File: config.mk
export PLATFORM = sky130hd
export DESIGN_NAME = ysyx_210247_pipe_buf
export DESIGN_NICKNAME = d
export VERILOG_FILES = /design/src/rtl/ysyx_210247_pipe_buf_pkg.sv /design/src/rtl/ysyx_210247_pipe_buf_ram.sv /design/src/rtl/ysyx_210247_pipe_buf.sv
export SDC_FILE = /design/constraint.sdc
export NUM_CORES = 1
export LEC_CHECK = 0
export CAP_MARGIN = 20
export CORE_MARGIN = 3
export CORE_UTILIZATION = 43
export CTS_BUF_LIST = sky130_fd_sc_hd__clkbuf_8 sky130_fd_sc_hd__clkbuf_16
export CTS_CLUSTER_DIAMETER = 30
export DETAILED_ROUTE_END_ITERATION = 10
export HOLD_SLACK_MARGIN = 0.12
export PLACE_DENSITY = 0.76
export SKIP_CTS_REPAIR_TIMING = 1
export SLEW_MARGIN = 20
export SYNTH_ARGS = -nofsm -noshare
export SYNTH_HDL_FRONTEND = slang
export SYNTH_SLANG_ARGS = --single-unit
File: constraint.sdc
create_clock -name clk -period 6.8 [get_ports clk]
set_input_delay 1.36 -clock clk [delete_from_list [all_inputs] [get_ports clk]]
set_output_delay 1.36 -clock clk [all_outputs]
set_load 0.05 [all_outputs]
File: src/rtl/ysyx_210247_pipe_buf_pkg.sv
// Shared definitions for the elastic pipeline buffers between core stages.
// Holds the inter-stage bus widths that are used as WIDTH values.
// Optional build macro (left undefined here, so the default build has no
// stall counter): YSYX_210247_PIPE_BUF_STALL_CNT_EN adds the stall_cnt output.
package ysyx_210247_pipe_buf_pkg;

  localparam int PIPE_BUF_WIDTH_DEF = 64;

  // Stage-to-stage payload widths.
  localparam int IF_TO_ID_BUS  = 64;
  localparam int ID_TO_EX_BUS  = 128;
  localparam int EX_TO_MEM_BUS = 128;
  localparam int MEM_TO_WB_BUS = 96;

endpackage

File: src/rtl/ysyx_210247_pipe_buf_ram.sv
// DEPTH x WIDTH register array for the pipeline buffer.
// Ports:
//   clk      - clock
//   we_i     - write enable
//   waddr_i  - write address
//   wdata_i  - write data
//   raddr_i  - read address (asynchronous read)
//   rdata_o  - read data
// Storage is intentionally not reset; contents are only observed when the
// owning buffer reports a valid head entry.
module ysyx_210247_pipe_buf_ram #(
  parameter int WIDTH = 64,
  parameter int DEPTH = 2,
  parameter int PTR_W = $clog2(DEPTH)
) (
  input  logic             clk,
  input  logic             we_i,
  input  logic [PTR_W-1:0] waddr_i,
  input  logic [WIDTH-1:0] wdata_i,
  input  logic [PTR_W-1:0] raddr_i,
  output logic [WIDTH-1:0] rdata_o
);

  logic [WIDTH-1:0] mem_q [DEPTH];

  always_ff @(posedge clk) begin
    if (we_i) mem_q[waddr_i] <= wdata_i;
  end

  assign rdata_o = mem_q[raddr_i];

endmodule

File: src/rtl/ysyx_210247_pipe_buf.sv
// Elastic pipeline buffer for inter-stage links: DEPTH-entry FIFO with a
// valid/allow handshake on both sides and synchronous flush.
// Ports:
//   clk, rst          - clock, synchronous active-high reset
//   flush             - drop all entries (redirect/exception)
//   in_valid/in_data  - upstream payload, accepted when in_allow is high
//   in_allow          - buffer has room (registered state only)
//   out_valid/out_data- head entry
//   out_allow         - downstream consumes the head this cycle
//   occupancy         - entry count 0..DEPTH
//   stall_cnt         - only with YSYX_210247_PIPE_BUF_STALL_CNT_EN: cycles
//                       the head was held back by downstream, saturating
module ysyx_210247_pipe_buf
  import ysyx_210247_pipe_buf_pkg::*;
#(
  parameter  int WIDTH = PIPE_BUF_WIDTH_DEF,
  parameter  int DEPTH = 2,
  localparam int PTR_W = $clog2(DEPTH)
) (
  input  logic             clk,
  input  logic             rst,
  input  logic             flush,
  input  logic             in_valid,
  input  logic [WIDTH-1:0] in_data,
  output logic             in_allow,
  output logic             out_valid,
  output logic [WIDTH-1:0] out_data,
  input  logic             out_allow,
  output logic [PTR_W:0]   occupancy
`ifdef YSYX_210247_PIPE_BUF_STALL_CNT_EN
  ,output logic [31:0]     stall_cnt
`endif
);

  localparam logic [PTR_W:0] FULL_CNT = (PTR_W+1)'(DEPTH);

  logic [PTR_W-1:0] wr_ptr_q, wr_ptr_d;
  logic [PTR_W-1:0] rd_ptr_q, rd_ptr_d;
  logic [PTR_W:0]   count_q, count_d;
  logic             push, pop;

  // in_allow depends on count only, so upstream allow never chains through
  // this stage combinationally. A full buffer refuses even when popping.
  assign in_allow  = (count_q != FULL_CNT);
  assign out_valid = (count_q != '0);
  assign occupancy = count_q;

  assign push = in_valid & in_allow;
  assign pop  = out_valid & out_allow;

  always_comb begin
    wr_ptr_d = wr_ptr_q;
    rd_ptr_d = rd_ptr_q;
    count_d  = count_q;
    if (flush) begin
      wr_ptr_d = '0;
      rd_ptr_d = '0;
      count_d  = '0;
    end else begin
      if (push) wr_ptr_d = wr_ptr_q + PTR_W'(1);
      if (pop)  rd_ptr_d = rd_ptr_q + PTR_W'(1);
      case ({push, pop})
        2'b10:   count_d = count_q + (PTR_W+1)'(1);
        2'b01:   count_d = count_q - (PTR_W+1)'(1);
        default: count_d = count_q;
      endcase
    end
  end

  always_ff @(posedge clk) begin
    if (rst) begin
      wr_ptr_q <= '0;
      rd_ptr_q <= '0;
      count_q  <= '0;
    end else begin
      wr_ptr_q <= wr_ptr_d;
      rd_ptr_q <= rd_ptr_d;
      count_q  <= count_d;
    end
  end

  // A push in a flush/reset cycle is discarded, so it must not touch storage.
  ysyx_210247_pipe_buf_ram #(
    .WIDTH (WIDTH),
    .DEPTH (DEPTH),
    .PTR_W (PTR_W)
  ) u_ram (
    .clk     (clk),
    .we_i    (push & ~flush & ~rst),
    .waddr_i (wr_ptr_q),
    .wdata_i (in_data),
    .raddr_i (rd_ptr_q),
    .rdata_o (out_data)
  );

`ifdef YSYX_210247_PIPE_BUF_STALL_CNT_EN
  logic [31:0] stall_cnt_q, stall_cnt_d;

  // Counts downstream back-pressure; survives flush so it reflects the
  // whole run since reset.
  always_comb begin
    stall_cnt_d = stall_cnt_q;
    if (out_valid & ~out_allow & ~flush & (stall_cnt_q != 32'hFFFF_FFFF))
      stall_cnt_d = stall_cnt_q + 32'd1;
  end

  always_ff @(posedge clk) begin
    if (rst) stall_cnt_q <= '0;
    else     stall_cnt_q <= stall_cnt_d;
  end

  assign stall_cnt = stall_cnt_q;
`endif

endmodule
==> impl_metrics.tcl <==
set metrics [dict create \
    finalSetupViolCount 0 \
    ios 137 \
    yosysMostFrequentCell "edfxtp_1" \
    cpPeakStageDelay_ns 0.72 \
    p_sw_uw 413.9 \
    cts_buffers 17 \
    synth_fp_nets 296 \
    fp.dieW_um 112.0 \
    worst_pin_slew_ns 0.6101 \
    status "completed" \
    internal_power_uw 1584 \
    finalCriticalPeriod_ns 4.263 \
    start_kind "flip-flop" \
    ir_drop_mv 0.2038 \
    clock-sinks 133 \
    rows 38 \
    port_buffers 136 \
    setup_tns_ns 0 \
    finClkSkew_ns 0.005637 \
    max_freq_mhz 234.6 \
    hp-class "reg -> reg" \
    cap_violations 0 \
    track_usage 0.1481 \
    netlist_area_um2 4831 \
    yosysTopAreaCellShare 0.7956 \
    drc_errors 0 \
    die_h_um 112.0 \
    grt_pass1_vias 2849 \
    htree_levels 4 \
    wl_um 8883 \
    coreArea_um2 10890 \
    wl_per_cell_um 16.70 \
    pwr_density_cell_nw_per_um2 286.0 \
    clockRootBuffer "clkbuf_8" \
    grt_pass1_wl_um 14230 \
    r2r_start "occupancy[0]" \
    ys_warn_count 0 \
    crit_required_ns 5.44 \
    relSlewSlack 0.5933 \
    path_max_fanout 39 \
    netlist_top_cells_area "edfxtp_1 (80%), mux2_2 (15%), dfxtp_1 (2.1%)" \
    drt_iter0_drc 121 \
    hp-start "rd_ptr_q" \
    cpMaxStageDelayCell "dfxtp_2" \
    clockPowerShare 0.454 \
    switching_share 0.2072 \
    ys_ff_latch 133 \
    die_area_um2 12540 \
    async_flop_share 0 \
    slew_viol_final 0 \
    fin_util 0.6416 \
    layout-area-overhead-vs-synth_pct 44.60 \
    seq_area_frac_synth 0.8164 \
    antenna_found_initial 0 \
    crit_type "reg -> out" \
    grt_max_degree 41 \
    grt_setup_unrepaired "false" \
    path_cells "buf_4, mux2_2, clkdlybuf4s50_1" \
    synth_edf_count 128 \
    syn_area_per_cell_um2 21.38 \
    start_util 0.4437 \
    synth_commonest_cells "edfxtp_1 (128), mux2_2 (64), buf_2 (7)" \
    grt.overflow.total 0 \
    clock_latency_ns 0.49 \
    synthDistinctLibCells 20 \
    p_seq_frac 0.461 \
    ant_nets 0 \
    final_layout_size_suffix_gt1_frac 0.2653 \
    cts_tree "done" \
    crit_arrival_ns 2.90 \
    period_share 0.6269 \
    pwr-share-comb 0.085 \
    leakage_uw 0.002330 \
    critPathCaptureType "primary output" \
    synthCells 226 \
    nNetsFinal 449 \
    ys.flop_type "edfxtp_1" \
    hpwl_um 5908 \
    drt_pass1_iterations 4 \
    antenna_cells 0 \
    routabilityCongestion 0.7224 \
    viasPerCell 4.789 \
    routed-via-count 2548 \
    clk_path_buf_depth 2 \
    post-synth-top-area-cell "edfxtp_1" \
    hold_viol 0 \
    clk_pin_slew_ns 0.06 \
]
-- routing by layer --
metal  global-route usage  share of wire
met2               0.2478           0.51
met4              0.05769          0.015
met1               0.1731           0.40
met5                    0              0
met3              0.05707          0.078
-- logic make-up (layout without fill, tap and decap cells) --
group | count (synthesis) | count (layout) | share of synthesized area
buffers and inverters | 9 | 175 | 0.008804
DFF | 133 | 133 | 0.8164
xor gates and xnor gates | 3 | 3 | 0.005440
AOI/OAI and AO/OA | 5 | 5 | 0.006216
adders and majority gates | 1 | 1 | 0.002590
and+or+nand+nor | 11 | 11 | 0.01140
muxes | 64 | 64 | 0.1492
-- cell type report --
class	count	area (um2)
well taps	140	175.2
flip-flops and latches	133	3945
clock buffers	17	414.1
repair buffers	142	1406
inverters	1	3.754
fillers	778	3902
multi-input cells	84	854.6
clock inverters	15	186.4
-- cells in the final DEF, fill, tap and decap left out, types with 3 or more instances in the layout --
cell / count
clkinv_1: 3
clkinv_2: 3
clkbuf_16: 16
nor2_1: 3
dfxtp_1: 4
buf_4: 6
clkinvlp_4: 3
mux2_2: 64
bufinv_16: 4
edfxtp_1: 128
clkdlybuf4s50_1: 136
-- power groups by stage --
stage	sequential (uW)	clock (uW)	combinational, uW
6_report	922	907	169
5_1_grt	923	968	178
4_1_cts	922	927	171
3_5_place_dp	939	0	170
3_3_place_gp	938	0	168
2_1_floorplan	941	0	87.7
-- stage by stage --
stage / cell area, um2 / setup WS, ns / power, uW / hold WS, ns / instances
6_report: 6985 / 2.537 / 1998 / 0.5230 / 532
5_1_grt: 6985 / 2.365 / 2069 / 0.5739 / 532
4_1_cts: 6985 / 2.437 / 2020 / 0.5294 / 532
3_5_place_dp: 6385 / 2.977 / 1109 / 0.5049 / 500
3_3_place_gp: 6385 / 2.980 / 1106 / 0.5002 / 500
2_1_floorplan: 4831 / 0.01837 / 1029 / 0.4809 / 226
-- worst max-delay path, delay by kind of cell (launching register included) --
kind,cells,cell delay (ns)
buffers and inverters,2,1.27
DFF,1,0.72
muxes,1,0.42
-- sequential cells by signal (all words and copies together), names as in the netlist, named ones only --
signal / cells
u_ram.mem_q: 128
rd_ptr_q: 1
wr_ptr_q: 1
occupancy: 2
-- worst paths after layout --
path                                            to  slack (ns)  cells past startpoint
worst max-delay path                  out_data[46]        2.54                      3
worst min register to register            rd_ptr_q        0.52                      2
worst max register to register  u_ram.mem_q[1][59]        4.94                      4
worst min-delay path                      rd_ptr_q        0.52                      2
Note: power is estimated with default switching activity, not from simulation.
